[src/rtl/sad_accum_if.sv]
// Pixel-pair stream between the reference fetch and the SAD accumulator.
// The fetch side reads cand_idx/pix_idx to address the next reference pixel.
interface sad_accum_if #(
    parameter int PIX_W = 8
);
    logic             in_valid;
    logic             in_ready;
    logic [PIX_W-1:0] cur_pix;
    logic [PIX_W-1:0] ref_pix;
    logic [3:0]       cand_idx;
    logic [3:0]       pix_idx;

    modport master (
        output in_valid, cur_pix, ref_pix,
        input  in_ready, cand_idx, pix_idx
    );

    modport slave (
        input  in_valid, cur_pix, ref_pix,
        output in_ready, cand_idx, pix_idx
    );
endinterface

[src/rtl/sad_accum.sv]
// 4x4 block SAD engine: accumulates 16 candidates serially (candidate-major,
// raster pixel order) and holds one registered SAD per candidate.

module sad_lane #(
    parameter int SUM_W = 12
) (
    input  logic             clk,
    input  logic             rst_n,
    input  logic             wr,
    input  logic [SUM_W-1:0] d,
    output logic [SUM_W-1:0] q
);
    always_ff @(posedge clk or negedge rst_n) begin
        if (!rst_n)  q <= '0;
        else if (wr) q <= d;
    end
endmodule

module sad_accum #(
    parameter int PIX_W = 8,
    // SUM_W >= PIX_W+4 keeps 16 maximal differences from wrapping
    parameter int SUM_W = 12
) (
    input  logic             clk,
    input  logic             rst_n,
    input  logic             start,
    input  logic             abort,
    sad_accum_if.slave       pix,
    output logic [SUM_W-1:0] sum0,
    output logic [SUM_W-1:0] sum1,
    output logic [SUM_W-1:0] sum2,
    output logic [SUM_W-1:0] sum3,
    output logic [SUM_W-1:0] sum4,
    output logic [SUM_W-1:0] sum5,
    output logic [SUM_W-1:0] sum6,
    output logic [SUM_W-1:0] sum7,
    output logic [SUM_W-1:0] sum8,
    output logic [SUM_W-1:0] sum9,
    output logic [SUM_W-1:0] sum10,
    output logic [SUM_W-1:0] sum11,
    output logic [SUM_W-1:0] sum12,
    output logic [SUM_W-1:0] sum13,
    output logic [SUM_W-1:0] sum14,
    output logic [SUM_W-1:0] sum15,
    output logic             busy,
    output logic             done
);
    localparam int NUM_CAND = 16;

    typedef enum logic [1:0] {IDLE, ACCUM, DONE} state_t;

    state_t                          state;
    logic                            in_ready_q;
    logic [3:0]                      cand_q;
    logic [3:0]                      pidx_q;
    logic [SUM_W-1:0]                acc_q;
    logic [PIX_W:0]                  diff;
    logic [SUM_W-1:0]                acc_sum;
    logic                            fire;
    logic                            last_pix;
    logic [NUM_CAND-1:0]             lane_wr;
    logic [NUM_CAND-1:0][SUM_W-1:0]  sum_q;

    assign pix.in_ready = in_ready_q;
    assign pix.cand_idx = cand_q;
    assign pix.pix_idx  = pidx_q;

    always_comb begin
        diff = '0;
        if (pix.cur_pix >= pix.ref_pix) diff = {1'b0, pix.cur_pix} - {1'b0, pix.ref_pix};
        else                            diff = {1'b0, pix.ref_pix} - {1'b0, pix.cur_pix};
    end

    assign acc_sum  = acc_q + SUM_W'(diff);
    // abort wins over a beat presented in the same cycle
    assign fire     = pix.in_valid && in_ready_q && !abort;
    assign last_pix = (pidx_q == 4'hF);

    always_ff @(posedge clk or negedge rst_n) begin
        if (!rst_n) begin
            state      <= IDLE;
            in_ready_q <= 1'b0;
            busy       <= 1'b0;
            done       <= 1'b0;
            cand_q     <= '0;
            pidx_q     <= '0;
            acc_q      <= '0;
        end else begin
            case (state)
                IDLE: begin
                    done <= 1'b0;
                    if (start) begin
                        state      <= ACCUM;
                        in_ready_q <= 1'b1;
                        busy       <= 1'b1;
                        cand_q     <= '0;
                        pidx_q     <= '0;
                        acc_q      <= '0;
                    end
                end
                ACCUM: begin
                    if (abort) begin
                        state      <= IDLE;
                        in_ready_q <= 1'b0;
                        busy       <= 1'b0;
                        cand_q     <= '0;
                        pidx_q     <= '0;
                        acc_q      <= '0;
                    end else if (fire) begin
                        if (last_pix) begin
                            acc_q  <= '0;
                            pidx_q <= '0;
                            cand_q <= cand_q + 4'd1;
                            if (cand_q == 4'hF) begin
                                state      <= DONE;
                                in_ready_q <= 1'b0;
                                done       <= 1'b1;
                            end
                        end else begin
                            acc_q  <= acc_sum;
                            pidx_q <= pidx_q + 4'd1;
                        end
                    end
                end
                DONE: begin
                    done  <= 1'b0;
                    busy  <= 1'b0;
                    state <= IDLE;
                end
                default: begin
                    state      <= IDLE;
                    in_ready_q <= 1'b0;
                    busy       <= 1'b0;
                    done       <= 1'b0;
                end
            endcase
        end
    end

    // One register lane per candidate; only the completing candidate is written.
    for (genvar i = 0; i < NUM_CAND; i++) begin : g_lane
        assign lane_wr[i] = fire && last_pix && (cand_q == 4'(i));
        sad_lane #(.SUM_W(SUM_W)) u_lane (
            .clk   (clk),
            .rst_n (rst_n),
            .wr    (lane_wr[i]),
            .d     (acc_sum),
            .q     (sum_q[i])
        );
    end

    assign sum0  = sum_q[0];
    assign sum1  = sum_q[1];
    assign sum2  = sum_q[2];
    assign sum3  = sum_q[3];
    assign sum4  = sum_q[4];
    assign sum5  = sum_q[5];
    assign sum6  = sum_q[6];
    assign sum7  = sum_q[7];
    assign sum8  = sum_q[8];
    assign sum9  = sum_q[9];
    assign sum10 = sum_q[10];
    assign sum11 = sum_q[11];
    assign sum12 = sum_q[12];
    assign sum13 = sum_q[13];
    assign sum14 = sum_q[14];
    assign sum15 = sum_q[15];
endmodule

[src/flat_wrapper.sv]
// flat-port wrapper written by rule: the top's interface ports become plain ports
module sad_accum_flat 
#(
    parameter int PIX_W = 8,
                                                                  
    parameter int SUM_W = 12
)
  (clk, rst_n, start, abort, sum0, sum1, sum2, sum3, sum4, sum5, sum6, sum7, sum8, sum9, sum10, sum11, sum12, sum13, sum14, sum15, busy, done, pix_in_valid, pix_cur_pix, pix_ref_pix, pix_in_ready, pix_cand_idx, pix_pix_idx);
  sad_accum_if #(.PIX_W(PIX_W)) pix_i ();
  input  logic clk;
  input  logic rst_n;
  input  logic start;
  input  logic abort;
  output logic [SUM_W-1:0] sum0;
  output logic [SUM_W-1:0] sum1;
  output logic [SUM_W-1:0] sum2;
  output logic [SUM_W-1:0] sum3;
  output logic [SUM_W-1:0] sum4;
  output logic [SUM_W-1:0] sum5;
  output logic [SUM_W-1:0] sum6;
  output logic [SUM_W-1:0] sum7;
  output logic [SUM_W-1:0] sum8;
  output logic [SUM_W-1:0] sum9;
  output logic [SUM_W-1:0] sum10;
  output logic [SUM_W-1:0] sum11;
  output logic [SUM_W-1:0] sum12;
  output logic [SUM_W-1:0] sum13;
  output logic [SUM_W-1:0] sum14;
  output logic [SUM_W-1:0] sum15;
  output logic busy;
  output logic done;
  input wire logic [$bits(pix_i.in_valid)-1:0] pix_in_valid;
  input wire logic [$bits(pix_i.cur_pix)-1:0] pix_cur_pix;
  input wire logic [$bits(pix_i.ref_pix)-1:0] pix_ref_pix;
  output wire logic [$bits(pix_i.in_ready)-1:0] pix_in_ready;
  output wire logic [$bits(pix_i.cand_idx)-1:0] pix_cand_idx;
  output wire logic [$bits(pix_i.pix_idx)-1:0] pix_pix_idx;
  assign pix_i.in_valid = pix_in_valid;
  assign pix_i.cur_pix = pix_cur_pix;
  assign pix_i.ref_pix = pix_ref_pix;
  assign pix_in_ready = pix_i.in_ready;
  assign pix_cand_idx = pix_i.cand_idx;
  assign pix_pix_idx = pix_i.pix_idx;
  sad_accum #(.PIX_W(PIX_W), .SUM_W(SUM_W)) u_core (.clk(clk), .rst_n(rst_n), .start(start), .abort(abort), .pix(pix_i), .sum0(sum0), .sum1(sum1), .sum2(sum2), .sum3(sum3), .sum4(sum4), .sum5(sum5), .sum6(sum6), .sum7(sum7), .sum8(sum8), .sum9(sum9), .sum10(sum10), .sum11(sum11), .sum12(sum12), .sum13(sum13), .sum14(sum14), .sum15(sum15), .busy(busy), .done(done));
endmodule
[config.mk]
export PLATFORM = sky130hd
export DESIGN_NAME = sad_accum_flat
export DESIGN_NICKNAME = d
export VERILOG_FILES = /design/src/rtl/sad_accum_if.sv /design/src/rtl/sad_accum.sv /design/src/flat_wrapper.sv
export SDC_FILE = /design/constraint.sdc
export NUM_CORES = 1
export LEC_CHECK = 0
export CAP_MARGIN = 0
export CORE_UTILIZATION = 40
export CTS_BUF_LIST = sky130_fd_sc_hd__clkbuf_8 sky130_fd_sc_hd__clkbuf_16
export DETAILED_ROUTE_END_ITERATION = 12
export PLACE_DENSITY = 0.75
export SYNTH_ARGS = -nofsm -noshare
export SYNTH_HDL_FRONTEND = slang
export SYNTH_SLANG_ARGS = --single-unit
[constraint.sdc]
create_clock -name clk -period 2.7 [get_ports clk]
set_clock_uncertainty 0.2 [all_clocks]
set_input_delay 0.675 -clock clk [delete_from_list [all_inputs] [get_ports clk]]
set_output_delay 0.675 -clock clk [all_outputs]
set_load 0.03 [all_outputs]
* Word-level counts from Yosys, hierarchy flattened
Cells that the tools add are included.
** Storage, ports and cells
- Bits in registers :: 217
- Input bits :: 21
** Operators by class
- $add $sub $neg :: 5
- Order comparisons :: 1
- Equal/unequal tests :: 27
- Muxes and demuxes :: 34
- Bitwise gates (word level) :: 1
- Reduce and logical (&&, ||, !) cells :: 29
** Operators by type and width (number)
- $mux W12 :: 4
- $eq A4 B4 Y1 const B :: 9
- $mux W4 :: 7
- $pmux W12 S2 :: 1
- $logic_and A1 B1 Y1 :: 19
- $sub A8 B8 Y9 :: 2
- $eq A4 B3 Y1 const B :: 4
- $pmux W4 S2 :: 2
- $add A12 B9 Y12 :: 1
- $reduce_and A4 Y1 :: 3
- $mux W1 :: 11
- $mux W2 :: 5
- $mux W9 :: 1
- $ne A3 B2 Y1 const B :: 3
- $add A4 B1 Y4 const B :: 2
- $eq A4 B2 Y1 const B :: 2
- $ge A8 B8 Y1 :: 1
- $ne A2 B1 Y1 const B :: 3
- $ne A2 B2 Y1 const B :: 3
- $reduce_and A5 Y1 :: 1
- $eq A4 B1 Y1 const B :: 1
- $logic_not A4 Y1 :: 1
- $pmux W2 S2 :: 1
- $pmux W1 S3 :: 1
- 9 further kinds :: 9

* Longest topological paths before layout
Gate-level depths: netlist of run 1.
- Word-level depth :: 7
- Gate-level depth with buffers :: 17

* Cells and area by module
A second synthesis of run 1 with hierarchy kept.
** Unflattened totals
- Cells, all modules :: 702
- Area total of the unflattened synthesis :: 10199.8 sq um
** Modules (own cells, without submodules)
- sad_lane :: times used 16, cells each 25, area an instance 484.2 sq um
- sad_accum :: times used 1, cells each 302, area an instance 2452.4 sq um

* Worst setup path after synthesis of run 1
Ideal clock, no wire load.
- Kind :: input-to-reg
- From :: in pix_ref_pix[0]
- To :: reg u_core.g_lane[0].u_lane.q[9]
- Setup time :: 0.065 ns
- Data arrival time :: 3.776 ns
- Data required time :: 2.435 ns
- Setup slack :: -1.340 ns
- Cell stages on the path :: 17
- Path buffers :: 2
- Path through :: inv_1 ha_1 inv_1 fa_1 a21o_1 a221o_1 or3_1 o31ai_1 a311oi_1 ha_1 buf_6 a21oi_4 o21ai_4 a22o_1 a211oi_4 buf_6 mux2_4
** On the way
- Word-level cells in the longest chain between the ends :: 3
** Ends and longest elaborated chain
- from (decl) :: line flat_wrapper.sv:34 : input wire logic [$bits(pix_i.ref_pix)-1:0] pix_ref_pix;
- $sub A8 B8 Y9, or another cell as far along :: line sad_accum.sv:71 : else diff = {1'b0, pix.ref_pix} - {1'b0, pix.cur_pix};
- $mux W9 * :: line sad_accum.sv:70 : if (pix.cur_pix >= pix.ref_pix) diff = {1'b0, pix.cur_pix} - {1'b0, pix.ref_pix};
- $add A12 B9 Y12 * :: line sad_accum.sv:74 : assign acc_sum = acc_q + SUM_W'(diff);
- to (signal assigned) :: line sad_accum.sv:14 : if (!rst_n) q <= '0;
- to (signal assigned) :: line sad_accum.sv:15 : else if (wr) q <= d;
- to (decl) :: line sad_accum.sv:11 : output logic [SUM_W-1:0] q
Mark *: on every way between the ends. The rest lies on a longest branch, timed or not.
A chain may end at the register's enable or synchronous reset.

* Final worst setup path of run 1
- From :: in pix_ref_pix[1]
- To :: reg u_core.g_lane[15].u_lane.q[10]
** On the way
- Word-level cells in the longest chain between the ends :: 3
** Ends and longest elaborated chain (line)
- $sub A8 B8 Y9, or another cell as far along :: sad_accum.sv:71
- $mux W9 * :: sad_accum.sv:70
- $add A12 B9 Y12 * :: sad_accum.sv:74
- to (signal assigned) :: sad_accum.sv:14
- to (signal assigned) :: sad_accum.sv:15
- to (decl) :: sad_accum.sv:11
Marked as above.

==> summary.txt, run 1 <==
Final layout
  – Cell Count, Final, Fillers Out: 1746
  – Layout cells sized above 1: 0.352
  – Ant diodes: 0
  – Fillers: 1798
  – Net count, final: 1461
  – Commonest non-fill, non-tap cell in the layout: dfrtp_1
  – Commonest non-fill, non-tap cells in the layout: dfrtp_1 (217), clkdlybuf4s50_1 (206), nand2_1 (205)
  – Syn-to-layout area delta: 62.5%

Floorplan
  – Core Box Area: 0.0246 mm²
  – Die height: 161 µm
  – Num rows: 57
  – IO Pins: 224
  – Die boundary width: 161 µm
  – Die area: 0.0260 mm²
  – Initial core utilization: 0.413

Timing
  – Fin Setup TNS: -130.58 ns
  – RSZ-0062 raised after global routing: yes
  – Relative slew margins: 0.591
  – Min Clock Period, post-route: 3.72 ns
  – Hold_ws: 0.265 ns
  – Count of final setup violators: 187
  – Fmax: 269 MHz
  – Setup ws final: -1.02 ns
  – Period utilization: 1.38
  – Max-slew violation count: 0
  – Endpoints failing hold: 0
  – Slew @ Worst Pin: 0.609 ns

GRT
  – Number of global-route vias before repair: 9518
  – M1 GR Usage: 0.337
  – GRT Overall Usage: 0.269
  – Global-route wire length before repair: 54400 µm
  – Overflow after GRT: 0
  – GR Util met2: 0.466
  – GR Util met3: 0.0395
  – Largest net degree at the start of global routing: 68
  – Number of antenna violations at the first check in global routing: 0
  – Gr busiest metal: met2

Yosys
  – Avg Inst Size Synth: 9.87 µm²
  – Post-synthesis register bit count: 217
  – Post-synth EDFFs: 0
  – Fraction of registers with async set/reset: 1.00
  – Post-synthesis cell area: 0.0102 mm²
  – Cells after Synth: 1028
  – Synth unique cells: 70
  – Sequential fraction of the synthesis area: 0.535
  – Post-Syn Nets: 1083
  – Post-synth top flop: dfrtp_1
  – Number of synthesis warnings: 0

Setup path
  – Worst Path Required: 2.90 ns
  – WP depth: 16
  – Worst-path fanout max: 9
  – Top cell by count, worst path: buf_6
  – CP cell instances: buf_2 > buf_4 > fa_2 > a21o_1 > a221o_1 > or3_4 > o31ai_4 > a311oi_2 > ha_2 > buf_6 > buf_6 > buf_6 > o2111ai_4 > a21boi_4 > buf_12 > o31ai_4
  – CP startpoint kind: input pin
  – Delay-heaviest family, CP: compound AO/OA/AOI/OAI gates
  – Slowest stage cell, crit path: ha_2
  – Crit path capture type: flip-flop
  – FF-to-FF setup slack: 0.09 ns
  – Critical path's largest stage delay: 0.42 ns
  – Worst path arrival time: 3.92 ns
  – Reg2reg start: u_core.acc_q[0]
  – Setup crit start: pix_ref_pix[1]
  – FF-to-FF path depth: 11
  – Crit path buffers/inverters: 6
  – Critical path class: input pin to flip-flop

CTS
  – CTS sink cnt: 217
  – Clock transition at path regs: 0.06 ns
  – Clock Tree Root: clkbuf_16
  – TritonCTS clock tree: built
  – H-tree Lvls: 1
  – Clk_lat worst skew: 0.52 ns
  – Total CTS buffers: 23
  – Clock Tree Buf Depth: 3

Pwr
  – Max rail drop VDD: 0.411 mV
  – Leakage: 7.45 nW
  – Power Density: 531 mW/mm²
  – Total power: 8.76 mW

Detailed routing
  – Post-DRT Antenna Nets: 0
  – Via Count: 9705
  – Drt wl/cell: 20.9 µm
  – DR DRC count: 0
  – Initial DRC count: 833
  – Wire length after detailed routing: 36500 µm
  – DRT Pass-1 Iters: 6
  – Via/cell ratio: 5.56

Place
  – DP Cell Count: 1643
  – I/O Buffers: 223
  – Place WS: -2.24 ns
  – GP Congestion: 0.890
  – DP HPWL: 22600 µm

Outcome
  – Failing checks: setup timing
  – Status: finished with violations

Min path
  – Min-Delay Path Class: flip-flop to flip-flop
  – Hold path depth: 2
  – HP Start: u_core.g_lane[15].u_lane.q[0]

Job
  – MaxCap Viol Count: 0
## layout make-up
cell class	instances	area [µm²]	share of cell area
timing repair buffer	424	4230	0.257
sequential	217	5430	0.329
clock buffer	26	617	0.0374
tap	324	405	0.0246
clock inverter	15	108	0.00652
multi-input combinational	697	5520	0.335
inverter	43	181	0.0110
## report_power, final
| part | total, mW | switching, mW | internal (mW) |
|---|---|---|---|
| Clock | 3.04 | 1.30 | 1.74 |
| Sequential | 3.33 | 0.0535 | 3.28 |
| Combinational | 2.38 | 1.35 | 1.04 |
| Total | 8.76 | 2.70 | 6.05 |
## cells by family after synthesis
group,count (synthesis),synth area share
DFF,217,0.535
AOI/OAI and AO/OA,262,0.166
xor gates and xnor gates,9,0.00777
buffers and inverters,114,0.0477
muxes,32,0.0387
adders and majority gates,34,0.0441
and+or+nand+nor,360,0.161
## final timing paths
| path | endpoint |
|---|---|
| setup / recovery | u_core.g_lane[15].u_lane.q[10] |
| hold / removal | u_core.g_lane[15].u_lane.q[0] |
| setup reg to reg | u_core.g_lane[15].u_lane.q[10] |
| hold reg to reg | u_core.g_lane[15].u_lane.q[0] |
| max in group asynchronous | u_core.g_lane[10].u_lane.q[7] |
| min in group asynchronous | u_core.g_lane[5].u_lane.q[3] |
## cells in the mapped netlist, types with 3 or more instances
cell,n,area share
nor2_1,29,0.011
o2111ai_1,17,0.015
inv_1,42,0.016
a21o_1,13,0.0096
nand2b_1,3,0.0018
a21oi_1,18,0.0089
o21ai_0,145,0.071
buf_6,3,0.0033
ha_1,31,0.038
a31oi_1,3,0.0018
nand3_1,38,0.019
buf_2,17,0.0084
mux2i_1,4,0.0039
o2111a_1,3,0.0033
nand4_1,37,0.023
a211oi_1,4,0.0030
xor2_1,7,0.0060
fa_1,3,0.0059
clkbuf_1,45,0.017
or2_2,4,0.0025
nand3_2,4,0.0039
a21oi_2,3,0.0026
nand2_1,211,0.078
clkbuf_2,4,0.0020
and3_1,3,0.0018
nor3_1,10,0.0049
o31ai_1,13,0.0096
dfrtp_1,217,0.53
a211o_1,4,0.0035
mux2_2,18,0.020
a221o_1,3,0.0030
o22ai_1,3,0.0018
mux2_4,10,0.015
o21a_1,4,0.0030
and2_1,5,0.0031
nor2b_1,5,0.0031
## state kept, by name, summed over array words and instances (netlist names)
register / count
u_core.state: 2
u_core.acc_q: 12
u_core.pix.cand_idx: 4
u_core.g_lane.u_lane.q: 192
u_core.pix.in_ready: 1
u_core.done: 1
u_core.busy: 1
u_core.pix.pix_idx: 4
## what timing repair did
action                     4_1_cts  5_1_grt
buffers inserted                42       28
hold buffers                     1        0
setup endpoints to repair      187      187
gates cloned                     7        3
pin swaps                      107       90
hold endpoints to repair        61        0
resized for setup              277      189
## stage by stage
| stage | area [µm²] | util |
|---|---|---|
| 6_report | 16500 | 0.670 |
| 3_5_place_dp | 14000 | 0.568 |
| 5_1_grt | 16500 | 0.670 |
| 2_1_floorplan | 10400 | - |
| 4_1_cts | 16000 | 0.652 |
| 3_3_place_gp | 14000 | 0.568 |
## tightest hold or removal path, stage by stage (launching register included)
cell     delay, ns
dfrtp_1       0.34
nand2_1       0.05
nand2_1       0.05
## per-layer routing
metal  vias to the layer above  routed length [µm]
met5                         -                   0
met4                         0                1610
met3                        92                2230
met2                       420               18400
met1                      4813               14300
li1                       4380                   -
No activity file was read; power rests on OpenSTA's default activity.
==> run 2: changes to the inputs <==
- CORE_MARGIN: unset -> 2
==> run 2 against run 1 <==
  * The run still ends with setup timing left
  * First-iteration DRC count rose by 9.4%
  * Final area decreased by 0.96%
  * Count of clock-buffer cells in the layout stayed put
  * Hold slack gained 0.0035 ns
  * Power fell by 1.5%
  * Largest cell class is now registers
==> summary.txt, run 2 (synthesis results as in run 1) <==
Pwr
  – Leakage: 7.34 nW (-1.4%)
  – Max rail drop VDD: 0.377 mV (-8.2%)
  – Pint: 5.99 mW (-1.1%)
  – Power Density: 528 mW/mm² (-0.52%)
  – NetSw: 2.64 mW (-2.4%)
  – Sequential cell fraction of total power: 0.386 (+0.005)
  – Sw Ratio: 0.306 (-0.00279)
  – Clock power share: 0.345 (-0.002)
  – Part of the power in combinational logic: 0.269 (-0.003)

Job
  – MaxCap Viol Count: 0 (unchanged)

Final layout
  – Ant diodes: 0 (unchanged)
  – Combined area of the multi-input logic cells: 0.00543 mm² (-1.7%)
  – Max FFs per register: 192 (unchanged)
  – Fillers: 1798 (unchanged)
  – Register area: 0.00543 mm² (unchanged)
  – Final Core Density: 0.653 (-0.0179)
  – Biggest regs: u_core.g_lane.u_lane.q x192, u_core.acc_q x12
  – Commonest non-fill, non-tap cells in the layout: dfrtp_1 (217), nand2_1 (206), clkdlybuf4s50_1 (206)
  – Largest reg by FF count: u_core.g_lane.u_lane.q
  – Syn-to-layout area delta: 60.9%
  – Net count, final: 1448 (-0.89%)
  – Commonest non-fill, non-tap cell in the layout: dfrtp_1
  – Layout cells sized above 1: 0.336 (-0.0164)
  – Cell Count, Final, Fillers Out: 1738 (-0.46%)

GRT
  – GRT Overall Usage: 0.255 (-0.0139)
  – Global-route wire length before repair: 52800 µm (-2.8%)
  – Number of global-route vias before repair: 9412 (-1.1%)
  – Largest net degree at the start of global routing: 69 (+1.5%)
  – Number of antenna violations at the first check in global routing: 0 (unchanged)
  – Overflow after GRT: 0 (unchanged)

Timing
  – Setup ws final: -1.04 ns (-0.0219 ns)
  – Max-slew violation count: 0 (unchanged)
  – Min Clock Period, post-route: 3.74 ns (+0.0219 ns)
  – Fmax: 267 MHz (-0.59%)
  – Count of final setup violators: 187 (unchanged)
  – Fin Setup TNS: -147.49 ns (-16.90 ns)
  – Period utilization: 1.38 (+0.00811)
  – Endpoints failing hold: 0 (unchanged)
  – Relative slew margins: 0.639 (+0.0475)
  – RSZ-0062 raised after global routing: yes
  – Slew @ Worst Pin: 0.539 ns (-0.0708 ns)

Min path
  – HP Start: u_core.g_lane[15].u_lane.q[0]
  – Min-Delay Path Class: flip-flop to flip-flop
  – Hold EP: u_core.g_lane[15].u_lane.q[0]
  – Hold path depth: 2 (unchanged)

Place
  – Place WS: -2.22 ns (+0.0141 ns)
  – DP HPWL: 22400 µm (-0.95%)
  – I/O Buffers: 223 (unchanged)
  – DP Cell Count: 1648 (+0.30%)
  – GP Congestion: 0.893 (+0.35%)

Detailed routing
  – Via/cell ratio: 5.54 (-0.27%)
  – DR DRC count: 0 (unchanged)
  – Via Count: 9634 (-0.73%)
  – Post-DRT Antenna Nets: 0 (unchanged)
  – Initial DRC count: 911 (+9.4%)
  – Drt wl/cell: 20.2 µm (-3.2%)
  – Wire length after detailed routing: 35200 µm (-3.6%)
  – DRT Pass-1 Iters: 5 (-1)

Setup path
  – Worst-path fanout max: 7 (-2)
  – Worst Path Required: 2.90 ns (about the same)
  – Critical path class: input pin to flip-flop
  – FF-to-FF path depth: 9 (-2)
  – FF-to-FF setup slack: 0.21 ns (+0.12 ns)
  – R2R Path End: u_core.g_lane[7].u_lane.q[10]
  – Crit path capture type: flip-flop
  – CP startpoint kind: input pin
  – Worst path arrival time: 3.93 ns (about the same)
  – Reg2reg start: u_core.acc_q[0]

Floorplan
  – Die boundary width: 163 µm (+1.2%)
  – Initial core utilization: 0.405 (-0.00711)
  – IO Pins: 224 (unchanged)
  – Die area: 0.0267 mm² (+2.5%)
  – Core Box Area: 0.0250 mm² (+1.8%)
  – Die height: 163 µm (+1.2%)
  – Num rows: 58 (+1.8%)

CTS
  – Clk_lat worst skew: 0.52 ns (about the same)
  – H-tree Lvls: 1 (unchanged)
  – TritonCTS clock tree: built
  – Clock transition at path regs: 0.06 ns (about the same)
  – Clock Tree Buf Depth: 3 (unchanged)
  – Total CTS buffers: 22 (-4.3%)
  – Clock Tree Root: clkbuf_16
  – CTS sink cnt: 217 (unchanged)

Outcome
  – Failing checks: setup timing
  – Status: finished with violations
run 2: changes by cell type in the layout (fill, tap and decap cells not counted), sizes merged:
cell,previous run,this run
buf,209,201
clkbuf,34,26
inv,53,46
clkinv,4,7
clkdlybuf4s15,0,2
clkinvlp,0,2
dlygate4sd2,0,2
run 2: worst max path at each step:
stage          slack, ns           start                       endpoint  depth (start not counted)
2_1_floorplan      -1.22  pix_ref_pix[0]   u_core.g_lane[0].u_lane.q[9]                         17
3_3_place_gp       -2.11  pix_ref_pix[0]   u_core.g_lane[9].u_lane.q[9]                         17
3_5_place_dp       -2.22  pix_ref_pix[0]   u_core.g_lane[7].u_lane.q[9]                         17
4_1_cts            -1.16  pix_ref_pix[0]   u_core.g_lane[7].u_lane.q[9]                         20
5_1_grt            -1.14  pix_ref_pix[0]                u_core.acc_q[7]                         19
6_report           -1.04  pix_ref_pix[0]  u_core.g_lane[15].u_lane.q[5]                         22
run 2: power by group through the flow:
stage / Combinational (mW) / Sequential, mW / Clock, mW
after floorplan: 0.740 / 3.39 / 0
after global placement: 1.52 / 3.38 / 0
after detailed placement: 1.55 / 3.38 / 0
after CTS: 2.11 / 3.33 / 3.01
after global routing: 2.43 / 3.33 / 3.16
final: 2.32 / 3.33 / 2.98
run 2: area by class of cell:
type	count	area share
inverter	43	0.0110
tap	330	0.0253
clock inverter	13	0.00620
clock buffer	26	0.0371
timing repair buffer	412	0.256
sequential	217	0.332
multi-input combinational	697	0.332
run 2: worst max-delay path, cell delays in order:
cell      delay, ns
buf_12         0.11
buf_4          0.13
buf_6          0.11
buf_6          0.11
ha_4           0.15
nand3b_1       0.24
a211oi_4       0.27
or2_4          0.17
buf_6          0.11
a211oi_4       0.04
a211oi_4       0.29
buf_4          0.18
ha_4           0.22
buf_6          0.12
nand4_1        0.15
buf_4          0.15
nand2_4        0.06
buf_6          0.12
xnor2_4        0.19
buf_6          0.14
buf_12         0.14
o21ai_2        0.05
run 2: timing repair:
| item | 4_1_cts | 5_1_grt |
|---|---|---|
| pin swaps | 124 | 78 |
| hold buffers | 1 | 0 |
| setup endpoints to repair | 187 | 187 |
| resized for setup | 340 | 105 |
| cloned | 10 | 1 |
| hold endpoints to repair | 64 | 0 |
| setup buffers | 32 | 22 |
run 2: through the flow:
stage	instance area (µm²)	total power, mW	hold slack, ns
3_5_place_dp	14000	4.93	0.260
4_1_cts	16000	8.45	0.272
6_report	16300	8.63	0.269
5_1_grt	16300	8.92	0.300
2_1_floorplan	10400	4.13	0.179
3_3_place_gp	14000	4.90	0.254
run 2: layer usage:
layer / track usage / share of wire / vias up
met2: 0.421 / 0.49 / 404
met4: 0.125 / 0.044 / 0
li1: - / - / 4354
met5: 0 / 0 / -
met1: 0.325 / 0.39 / 4788
met3: 0.0449 / 0.072 / 88
==> run 3: changes to the inputs <==
- GPL_TIMING_DRIVEN: unset -> 0
- SYNTH_HIERARCHICAL: unset -> 1
==> run 3 against run 2 <==
  * Via count is 28% lower
  * Fmax is 3.6% lower
  * Critical path type unchanged
  * Flip-flop and latch count stayed put
  * Highest routed layer unchanged
  * The flow still finishes with violations (setup timing)
==> summary.txt, run 3 <==
Setup path
  – Crit path capture type: flip-flop
  – Critical path class: input pin to flip-flop
  – Worst Path Required: 2.90 ns (about the same)
  – Worst-path fanout max: 7 (unchanged)
  – Slowest stage cell, crit path: ha_2
  – CP startpoint kind: input pin
  – Worst path arrival time: 4.08 ns (+0.15 ns)
  – Critical path's largest stage delay: 0.32 ns (+0.03 ns)
  – FF-to-FF path depth: 11 (+2)
  – CP cell instances: buf_8 > inv_4 > ha_4 > nor2b_4 > o31a_1 > a211o_1 > buf_6 > buf_4 > mux2_4 > mux2i_4 > ha_2 > o21a_1 > nor2_2 > a31oi_2 > buf_4 > a21oi_4 > xnor2_4 > clkbuf_16 > mux2_4

Detailed routing
  – Post-DRT Antenna Nets: 0 (unchanged)
  – M1 wire length: 13200 µm (-4.1%)
  – Via/cell ratio: 5.11 (-7.9%)
  – DRT Pass-1 Iters: 4 (-1)
  – Met2 Wirelength: 14400 µm (-17%)
  – Drt wl/cell: 22.0 µm (+8.9%)
  – Initial DRC count: 344 (-62%)
  – Top Metal Used: met4
  – DR DRC count: 0 (unchanged)
  – DR WL met3: 1490 µm (-42%)
  – Wire length after detailed routing: 29900 µm (-15%)
  – Via Count: 6921 (-28%)

Outcome
  – Failing checks: setup timing
  – Status: finished with violations

CTS
  – Clock Tree Buf Depth: 3 (unchanged)
  – Total CTS buffers: 23 (+4.5%)
  – Clk_lat worst skew: 0.52 ns (about the same)
  – Clock Tree Root: clkbuf_16
  – Clock transition at path regs: 0.06 ns (about the same)
  – TritonCTS clock tree: built
  – H-tree Lvls: 1 (unchanged)
  – CTS sink cnt: 217 (unchanged)

Yosys
  – Cell with the most instances after synthesis: dfrtp_1
  – Post-synth EDFFs: 0 (unchanged)
  – Cells after Synth: 702 (-32%)
  – Top area cells in the synthesized netlist: dfrtp_1 (53%), mux2_4 (24%), ha_1 (3.9%)
  – Post-synthesis register bit count: 217 (unchanged)
  – Fraction of registers with async set/reset: 1.00 (unchanged)
  – Avg Inst Size Synth: 14.5 µm² (+47%)
  – Sequential fraction of the synthesis area: 0.532 (-0.00256)
  – Synth unique cells: 47 (-33%)
  – Post-synthesis cell area: 0.0102 mm² (+0.48%)
  – Area share of the largest cell type after synthesis: 0.532 (-0.00256)
  – Cell taking the most area after synthesis: dfrtp_1
  – Number of synthesis warnings: 6 (+6)
  – Post-synth top flop: dfrtp_1
  – Post-synth top cells: dfrtp_1 (217), mux2_4 (160), nor2_1 (35), mux2_2 (33), ha_1 (32)
  – Post-Syn Nets: 758 (-30%)

GRT
  – Global-route wire length before repair: 41800 µm (-21%)
  – Number of global-route vias before repair: 6797 (-28%)
  – Overflow after GRT: 0 (unchanged)
  – Largest net degree at the start of global routing: 111 (+61%)
  – Number of antenna violations at the first check in global routing: 0 (unchanged)
  – GRT Overall Usage: 0.204 (-0.0511)

Final layout
  – Ant diodes: 0 (unchanged)
  – Commonest non-fill, non-tap cell in the layout: dfrtp_1
  – Combined area of the multi-input logic cells: 0.00521 mm² (-4.0%)
  – Register area: 0.00543 mm² (unchanged)
  – Commonest non-fill, non-tap cells in the layout: dfrtp_1 (217), clkdlybuf4s50_1 (206), mux2_4 (178)
  – Biggest regs: u_core/g_lane.u_lane/q x192, u_core/acc_q x12
  – Layout cells sized above 1: 0.411 (+0.0748)
  – Net count, final: 1065 (-26%)
  – Fillers: 1867 (+3.8%)
  – Design area: 0.0151 mm² (-7.3%)
  – Final Core Density: 0.603 (-0.0494)
  – Max FFs per register: 192 (unchanged)
  – Syn-to-layout area delta: 48.5%
  – Largest reg by FF count: u_core/g_lane.u_lane/q

Pwr
  – Sw Ratio: 0.327 (+0.0214)
  – Leakage: 6.87 nW (-6.4%)
  – Sequential cell fraction of total power: 0.333 (-0.053)
  – NetSw: 3.31 mW (+25%)
  – Clock power share: 0.322 (-0.023)
  – Part of the power in combinational logic: 0.345 (+0.076)
  – Power Density: 667 mW/mm² (+26%)
  – Max rail drop VDD: 0.546 mV (+45%)
  – Pint: 6.80 mW (+13%)

Job
  – MaxCap Viol Count: 0 (unchanged)

Timing
  – Period utilization: 1.44 (+0.0516)
  – Min Clock Period, post-route: 3.88 ns (+0.139 ns)
  – Endpoints failing hold: 0 (unchanged)
  – Fmax: 258 MHz (-3.6%)
  – Count of final setup violators: 186 (-0.53%)
  – Setup ws final: -1.18 ns (-0.139 ns)
  – Relative slew margins: 0.300 (-0.339)
  – RSZ-0062 raised after global routing: yes
  – Max-slew violation count: 0 (unchanged)
  – Slew @ Worst Pin: 1.05 ns (+0.512 ns)

Place
  – I/O Buffers: 223 (unchanged)
  – DP HPWL: 18000 µm (-20%)
  – GP Congestion: 0.788 (-12%)
  – Dpl cell area: 0.0132 mm² (-5.4%)
  – Place WS: -2.90 ns (-0.680 ns)

Floorplan
  – IO Pins: 224 (unchanged)
  – Core Box Area: 0.0251 mm² (+0.29%)
  – Num rows: 58 (unchanged)
  – Die height: 164 µm (+0.23%)
  – Initial core utilization: 0.406 (+0.000772)
  – Die boundary width: 164 µm (+0.23%)
  – Die area: 0.0268 mm² (+0.47%)

Min path
  – Min-Delay Path Class: input pin to asynchronous set/reset pin
==> run 3: changes by cell type after synthesis, moves of 15 or more <==
cell | previous run | this run
buf_6 | 3 | 19
clkbuf_1 | 45 | 4
inv_1 | 42 | 27
mux2_2 | 18 | 33
mux2_4 | 10 | 160
nand2_1 | 211 | 28
nand3_1 | 38 | 12
nand4_1 | 37 | 4
o2111ai_1 | 17 | 1
o21ai_0 | 145 | 17
==> run 3: layout make-up <==
cell class,count,share of cell area
inverter,27,0.00760
multi-input combinational,432,0.344
sequential,217,0.359
clock inverter,15,0.0107
buffer,22,0.0140
timing repair buffer,286,0.197
tap,330,0.0273
clock buffer,26,0.0407
==> run 3: power by group through the flow <==
stage	combinational, mW	sequential, mW	clock (mW)
2_1_floorplan	1.07	3.43	0
3_3_place_gp	1.91	3.41	0
3_5_place_dp	1.99	3.41	0
4_1_cts	2.75	3.35	3.31
5_1_grt	3.65	3.36	3.46
6_report	3.49	3.36	3.25
==> run 3: what timing repair did <==
action | 4_1_cts | 5_1_grt
pin swaps | 33 | 31
cloned | 2 | 4
gates resized for setup | 122 | 59
setup endpoints to repair | 192 | 195
buffers inserted | 38 | 20
endpoints found under the hold margin | 0 | 0
hold buffers | 0 | 0
==> run 3: path summary, 6_finish.rpt <==
kind | start | endpoint | slack (ns)
setup / recovery | pix_cur_pix[1] | u_core/g_lane[13].u_lane/q[8] | -1.18
hold / removal | rst_n | u_core/g_lane[9].u_lane/q[8] | 0.006
setup reg to reg | u_core/acc_q[0] | u_core/g_lane[13].u_lane/q[8] | -0.03
hold reg to reg | u_core/g_lane[13].u_lane/q[9] | u_core/g_lane[13].u_lane/q[9] | 0.31
max in group asynchronous | rst_n | u_core/acc_q[2] | 1.25
min in group clk | u_core/g_lane[13].u_lane/q[9] | u_core/g_lane[13].u_lane/q[9] | 0.31
==> run 3: logic make-up (layout without fill, tap and decap cells) <==
| logic type | after synthesis | in the layout | synth area share |
|---|---|---|---|
| adder cells (fa/ha/maj) | 35 | 35 | 0.0451 |
| flip-flops | 217 | 217 | 0.532 |
| buffers and inverters | 53 | 376 | 0.0339 |
| XOR/XNOR | 15 | 15 | 0.0129 |
| multiplexers | 201 | 201 | 0.280 |
| AND/OR/NAND/NOR | 108 | 108 | 0.0498 |
| AO/OA/AOI/OAI | 73 | 73 | 0.0460 |
==> run 3: worst max-delay path, delay by kind of cell <==
family	cells	cell delay [ns]
XOR/XNOR	1	0.16
multiplexers	3	0.76
AO/OA/AOI/OAI	5	0.90
buffers and inverters	6	0.80
adder cells (fa/ha/maj)	2	0.51
AND/OR/NAND/NOR	2	0.25
==> run 3: metrics by stage <==
step	std cells	total power [mW]	setup TNS, ns	hold slack, ns
6_report	1355	10.1	-179.08	0.00601
5_1_grt	1355	10.5	-197.32	0.0653
4_1_cts	1334	9.41	-170.78	0.0409
3_5_place_dp	1257	5.40	-445.31	0.287
3_3_place_gp	1255	5.32	-2262.11	0.275
2_1_floorplan	702	4.50	-196.33	0.179
==> run 3: routing by layer <==
layer / up-vias / global-route usage
met1: 3554 / 0.280
met5: - / 0
li1: 3092 / -
met2: 229 / 0.338
met3: 46 / 0.0325
met4: 0 / 0.0538
